<file path="src/rtl/retire_trace_pkg.sv">
// Shared types for the retirement tracer: instruction class encodings, the
// per-slot shadow record and the trace record emitted at retirement.
package retire_trace_pkg;

    localparam int XLEN = 32;

    localparam logic [5:0] CLASS_R = 6'b000001;
    localparam logic [5:0] CLASS_I = 6'b000010;
    localparam logic [5:0] CLASS_S = 6'b000100;
    localparam logic [5:0] CLASS_B = 6'b001000;
    localparam logic [5:0] CLASS_U = 6'b010000;
    localparam logic [5:0] CLASS_J = 6'b100000;

    typedef struct packed {
        logic [XLEN-1:0] pc;
        logic [31:0]     instr;
        logic [5:0]      cls;
        logic [4:0]      rd;
        logic [4:0]      rs1;
        logic [4:0]      rs2;
    } slot_t;

    typedef struct packed {
        slot_t           slot;
        logic [XLEN-1:0] rd_val;
        logic [XLEN-1:0] rs1_val;
        logic [XLEN-1:0] rs2_val;
    } trace_rec_t;

    localparam int REC_W = $bits(trace_rec_t);

endpackage

</file>
<file path="src/rtl/trace_fifo.sv">
// Synchronous valid/ready FIFO with an extra pointer bit for full/empty and a
// push_drop strobe for pushes refused because the FIFO is full and not popping.
module trace_fifo #(
    parameter type T     = logic,
    parameter int  DEPTH = 8
) (
    input  logic clk,
    input  logic reset,
    input  logic push,
    input  T     push_data,
    input  logic pop_ready,
    output T     data,
    output logic full,
    output logic empty,
    output logic push_drop
);

    localparam int AW = $clog2(DEPTH);

    logic [AW:0] wr_ptr;
    logic [AW:0] rd_ptr;
    T            mem [DEPTH];
    logic        pop;
    logic        push_ok;

    assign empty     = (wr_ptr == rd_ptr);
    assign full      = (wr_ptr[AW] != rd_ptr[AW]) && (wr_ptr[AW-1:0] == rd_ptr[AW-1:0]);
    // Handshake: a record leaves when !empty & pop_ready; a pop on full frees room for a push in the same cycle.
    assign pop       = ~empty & pop_ready;
    assign push_ok   = push & (~full | pop);
    assign push_drop = push & full & ~pop;
    assign data      = empty ? '0 : mem[rd_ptr[AW-1:0]];

    always_ff @(posedge clk or negedge reset) begin
        if (!reset) begin
            wr_ptr <= '0;
            rd_ptr <= '0;
        end else begin
            if (push_ok) wr_ptr <= wr_ptr + 1'b1;
            if (pop)     rd_ptr <= rd_ptr + 1'b1;
        end
    end

    always_ff @(posedge clk) begin
        if (push_ok) mem[wr_ptr[AW-1:0]] <= push_data;
    end

endmodule

</file>
<file path="src/rtl/retire_trace_pipe.sv">
// Shadows issued instructions through NUM_STAGES slots under stall/flush and,
// at write-back retirement, joins register values into a trace record FIFO.
module retire_trace_pipe
    import retire_trace_pkg::*;
#(
    parameter int NUM_STAGES = 4,
    parameter int FIFO_DEPTH = 8,
    parameter int CNT_W      = 32
) (
    input  logic                  clk,
    input  logic                  reset,
    input  logic                  iss_valid_i,
    input  logic [XLEN-1:0]       iss_pc_i,
    input  logic [31:0]           iss_instr_i,
    input  logic [5:0]            iss_class_i,
    input  logic [4:0]            iss_rd_i,
    input  logic [4:0]            iss_rs1_i,
    input  logic [4:0]            iss_rs2_i,
    input  logic                  stall_i,
    input  logic [NUM_STAGES-1:0] flush_i,
    input  logic                  retire_i,
    input  logic [XLEN-1:0]       wb_rd_val_i,
    input  logic [XLEN-1:0]       wb_rs1_val_i,
    input  logic [XLEN-1:0]       wb_rs2_val_i,
    output logic                  trc_valid_o,
    input  logic                  trc_ready_i,
    output logic [REC_W-1:0]      trc_rec_o,
    output logic [CNT_W-1:0]      retire_cnt_o,
    output logic                  err_overflow_o,
    output logic                  err_orphan_o,
    output logic                  err_lost_o
);

    localparam int W = NUM_STAGES - 1;

    slot_t      slot_q [NUM_STAGES];
    logic       vld_q  [NUM_STAGES];
    slot_t      iss_slot;
    trace_rec_t rec;
    trace_rec_t fifo_data;
    logic       rec_push;
    logic       rec_accept;
    logic       fifo_pop;
    logic       fifo_full;
    logic       fifo_empty;
    logic       push_drop;

    always_comb begin
        iss_slot       = '0;
        iss_slot.pc    = iss_pc_i;
        iss_slot.instr = iss_instr_i;
        iss_slot.cls   = iss_class_i;
        iss_slot.rd    = iss_rd_i;
        iss_slot.rs1   = iss_rs1_i;
        iss_slot.rs2   = iss_rs2_i;
    end

    // A flush kills the entry currently in slot i, so it never lands in slot i+1.
    for (genvar i = 0; i < NUM_STAGES; i++) begin : g_slot
        if (i == 0) begin : g_head
            always_ff @(posedge clk or negedge reset) begin
                if (!reset) begin
                    vld_q[0]  <= 1'b0;
                    slot_q[0] <= '0;
                end else if (!stall_i) begin
                    vld_q[0]  <= iss_valid_i;
                    slot_q[0] <= iss_slot;
                end else begin
                    vld_q[0]  <= vld_q[0] & ~flush_i[0];
                end
            end
        end else begin : g_tail
            localparam bit IS_WB = (i == W);
            always_ff @(posedge clk or negedge reset) begin
                if (!reset) begin
                    vld_q[i]  <= 1'b0;
                    slot_q[i] <= '0;
                end else if (!stall_i) begin
                    vld_q[i]  <= vld_q[i-1] & ~flush_i[i-1];
                    slot_q[i] <= slot_q[i-1];
                end else begin
                    vld_q[i]  <= vld_q[i] & ~flush_i[i] & ~(IS_WB & retire_i);
                end
            end
        end
    end

    always_comb begin
        rec         = '0;
        rec.slot    = slot_q[W];
        rec.rd_val  = wb_rd_val_i;
        rec.rs1_val = wb_rs1_val_i;
        rec.rs2_val = wb_rs2_val_i;
    end

    assign rec_push    = retire_i & vld_q[W] & ~flush_i[W];
    assign fifo_pop    = trc_valid_o & trc_ready_i;
    assign rec_accept  = rec_push & (~fifo_full | fifo_pop);
    assign trc_valid_o = ~fifo_empty;
    assign trc_rec_o   = fifo_data;

    trace_fifo #(
        .T     (trace_rec_t),
        .DEPTH (FIFO_DEPTH)
    ) u_fifo (
        .clk       (clk),
        .reset     (reset),
        .push      (rec_push),
        .push_data (rec),
        .pop_ready (trc_ready_i),
        .data      (fifo_data),
        .full      (fifo_full),
        .empty     (fifo_empty),
        .push_drop (push_drop)
    );

    always_ff @(posedge clk or negedge reset) begin
        if (!reset) begin
            retire_cnt_o   <= '0;
            err_overflow_o <= 1'b0;
            err_orphan_o   <= 1'b0;
            err_lost_o     <= 1'b0;
        end else begin
            if (rec_accept) retire_cnt_o <= retire_cnt_o + 1'b1;
            if (push_drop) err_overflow_o <= 1'b1;
            if (retire_i & ~vld_q[W]) err_orphan_o <= 1'b1;
            if (vld_q[W] & ~retire_i & ~stall_i & ~flush_i[W]) err_lost_o <= 1'b1;
        end
    end

endmodule

</file>
<file path="config.mk">
export PLATFORM = sky130hd
export DESIGN_NAME = retire_trace_pipe
export DESIGN_NICKNAME = d
export VERILOG_FILES = /design/src/rtl/retire_trace_pkg.sv /design/src/rtl/trace_fifo.sv /design/src/rtl/retire_trace_pipe.sv
export SDC_FILE = /design/constraint.sdc
export NUM_CORES = 2
export LEC_CHECK = 0
export CORE_ASPECT_RATIO = 2
export CORE_UTILIZATION = 59
export DETAILED_ROUTE_END_ITERATION = 16
export PLACE_DENSITY = 0.79
export SLEW_MARGIN = 30
export SYNTH_ARGS = -nofsm -noshare
export SYNTH_HDL_FRONTEND = slang
export SYNTH_SLANG_ARGS = --single-unit
</file>
<file path="constraint.sdc">
create_clock -name clk -period 26.9 [get_ports clk]
set_input_delay 5.38 -clock clk [delete_from_list [all_inputs] [get_ports clk]]
set_output_delay 5.38 -clock clk [all_outputs]
set_load 0.05 [all_outputs]
</file>
==> results by group <==
Outcome
  – Status: completed

Placed design
  – Final GP Congestion: 0.725
  – Post-Place Cells: 5,023
  – Detail Placement HPWL: 73,500 µm
  – PortBufs: 407

Critical path
  – Kind of critical path: flip-flop to output port
  – Worst Path Buf+Inv: 4
  – R2R setup slack: 21,400 ps
  – Worst-path maximum fanout: 45
  – Crit-path max cell delay: 960 ps
  – CP cell instances: buf_12 > buf_6 > buf_4 > mux4_2 > mux2i_1 > nor2_1 > clkdlybuf4s50_1
  – CP delay by family, top: buffers and inverters
  – Crit. path cell count: 7
  – Arr. time, crit path: 5300 ps
  – Critical Path RT: 21,520 ps
  – Startpoint class of the critical path: flip-flop
  – Worst R2R Path Depth: 10
  – Crit end category: output port
  – CP max stage cell: dfrtp_4

Layout
  – Final core occ: 0.692
  – Area Growth Syn to Fin: 16.2%
  – Most frequent cells in the layout: edfxtp_1 (1,448), clkdlybuf4s50_1 (405), dfrtp_1 (384), mux4_2 (362), mux2_2 (341)
  – Commonest non-fill, non-tap cell in the layout: edfxtp_1
  – Non-Filler Instances: 5,311
  – Nets: 3,854
  – Share of cells above drive strength 1: 0.266

Synthesis
  – Ys async rst share: 0.211
  – Post-synth EDFFs: 1,448
  – Syn_nets: 3,411
  – Post-synthesis register bit count: 1,835
  – Avg Cell Area, Syn: 21.6 µm²
  – Post-Syn Area: 0.0694 mm²
  – Unique masters post-synth: 38
  – Synth Instances: 3,217
  – Synth warn: 0
  – Dominant synthesized flop cell: edfxtp_1
  – Seq/Total Area, Yosys: 0.766

Global routing
  – Vias in the first global route: 34,035
  – Global-route wire length before repair: 208,000 µm
  – Initial antenna violation count: 9
  – Tot GR Track Use: 0.236
  – Largest net degree at the start of global routing: 162
  – Global route total overflow: 0

STA
  – Fmax: 93.7 MHz
  – Hold Fails Final Rpt: 0
  – Min cycle time layout: 10,680 ps
  – Final Max Tran Viols: 0
  – Final setup viols: 0
  – Setup TNS: 0 ps
  – Period utilisation layout: 0.397
  – Final hold slack: 476 ps
  – Worst-Margin Slew: 1000 ps
  – Slew HR: 0.332
  – Final Skew: 23.2 ps
  – RSZ-0062 raised after global routing: false

Hold path
  – Worst hold stages: 1
  – Type of the tightest min-delay check: flip-flop to flip-flop

Clock network
  – H-tree level count: 4
  – Root buffer cell: clkbuf_16
  – TritonCTS buffer count: 152
  – CTS clk-pin slew, worst paths: 60 ps
  – Maximum clock insertion buffer count: 3
  – Cts hold-fix bufs: 0
  – Clk sinks: 1,835
  – Clk Latency, worst-skew pair: 780 ps
  – CTS resizes: 0
  – # Post-CTS Setup Buffers: 0
  – CTS tree: built

Detailed routing
  – Drt initial violations: 2,226
  – Routed Antenna Nets: 0
  – Final wirelength: 138,000 µm
  – DRT Pass-1 Iters: 5
  – Via count: 32,109
  – DR WL/cell: 25.9 µm
  – DRC Markers: 0
  – Via-per-instance ratio: 6.05

Die
  – Die height: 487 µm
  – I/O pin total: 408
  – Row count: 177
  – Initial core utilization: 0.596
  – Core area: 0.116 mm²
  – Die area: 0.119 mm²
  – Die W: 245 µm

Job
  – Max-Cap Viols: 0

Pwr
  – Peak supply drop: 0.0948 mV
  – Pwr Density: 106 mW/mm²
  – Pleak: 27.7 nW
flip-flops by register name (all words and copies together) (netlist names):
name / flops
u_fifo.mem: 1448
slot_q: 255
rec: 85
retire_cnt_o: 32
u_fifo.rd_ptr: 4
u_fifo.wr_ptr: 4
vld_q: 4
err_lost_o: 1
err_orphan_o: 1
err_overflow_o: 1
synthesized netlist by cell type, drive strengths merged (4+ instances only):
cell type	instances	area (µm²)
nand3	13	65.1
xnor2	31	272
mux4	362	8150
clkbuf	93	349
dfrtp	387	9680
nor2	190	713
mux2	341	3840
inv	6	22.5
edfxtp	1448	43500
xor2	10	87.6
nand4	18	128
mux2i	184	1840
buf	79	428
nor3	5	36.3
nand2	17	63.8
and3	5	32.5
and4	4	35.0
where the power goes:
part           total, W  leakage (nW)  switching, W  internal [W]
Clock           0.00233          2.58      0.000983       0.00134
Combinational   0.00284          7.43       0.00171       0.00113
Sequential      0.00337          17.6      0.000148       0.00322
worst paths after layout:
check / start / end
min in group asynchronous: reset / rec[138]
worst max register to register: u_fifo.rd_ptr[2] / u_fifo.mem[4][102]
max in group asynchronous: reset / rec[167]
worst min-delay path: err_orphan_o / err_orphan_o
worst max-delay path: u_fifo.rd_ptr[0] / trc_rec_o[79]
worst min register to register: err_orphan_o / err_orphan_o
routing by layer:
metal	vias up	wire length [µm]	track usage
met3	221	10000	0.0549
li1	13785	-	-
met2	1102	70200	0.396
met4	14	3050	0.0651
met5	-	86	0
met1	16987	54300	0.311
cell families (layout without fill, tap and decap cells):
logic type      Yosys count  after routing  share of synthesized area
flops                  1835           1835                      0.766
mux                     887            887                      0.199
simple gates            265            265                     0.0168
buf+inv                 178            748                     0.0115
xor+xnor                 41             41                    0.00517
compound gates            8              8                    0.00114
fa+ha+maj                 3              3                   0.000541
other cells               0              3                          0
cell type report:
class                      instances  area, µm²
sequential                      1835      53200
timing repair buffer             461       4710
clock inverter                    79       1080
inverter                           6       22.5
clock buffer                     202       4230
fill                            7172      35800
tap                             1521       1900
antenna                            3       7.51
multi-input combinational       1204      15500
per-stage QoR:
step | area (µm²) | power, W | worst slack (ps)
after floorplan | 69400 | 0.00537 | 1190
after global placement | 75200 | 0.00626 | 16150
after detailed placement | 75200 | 0.00629 | 16140
after CTS | 80500 | 0.00862 | 15290
after global routing | 80600 | 0.00885 | 15750
final | 80700 | 0.00854 | 16220
No activity file was read; power rests on OpenSTA's default activity.
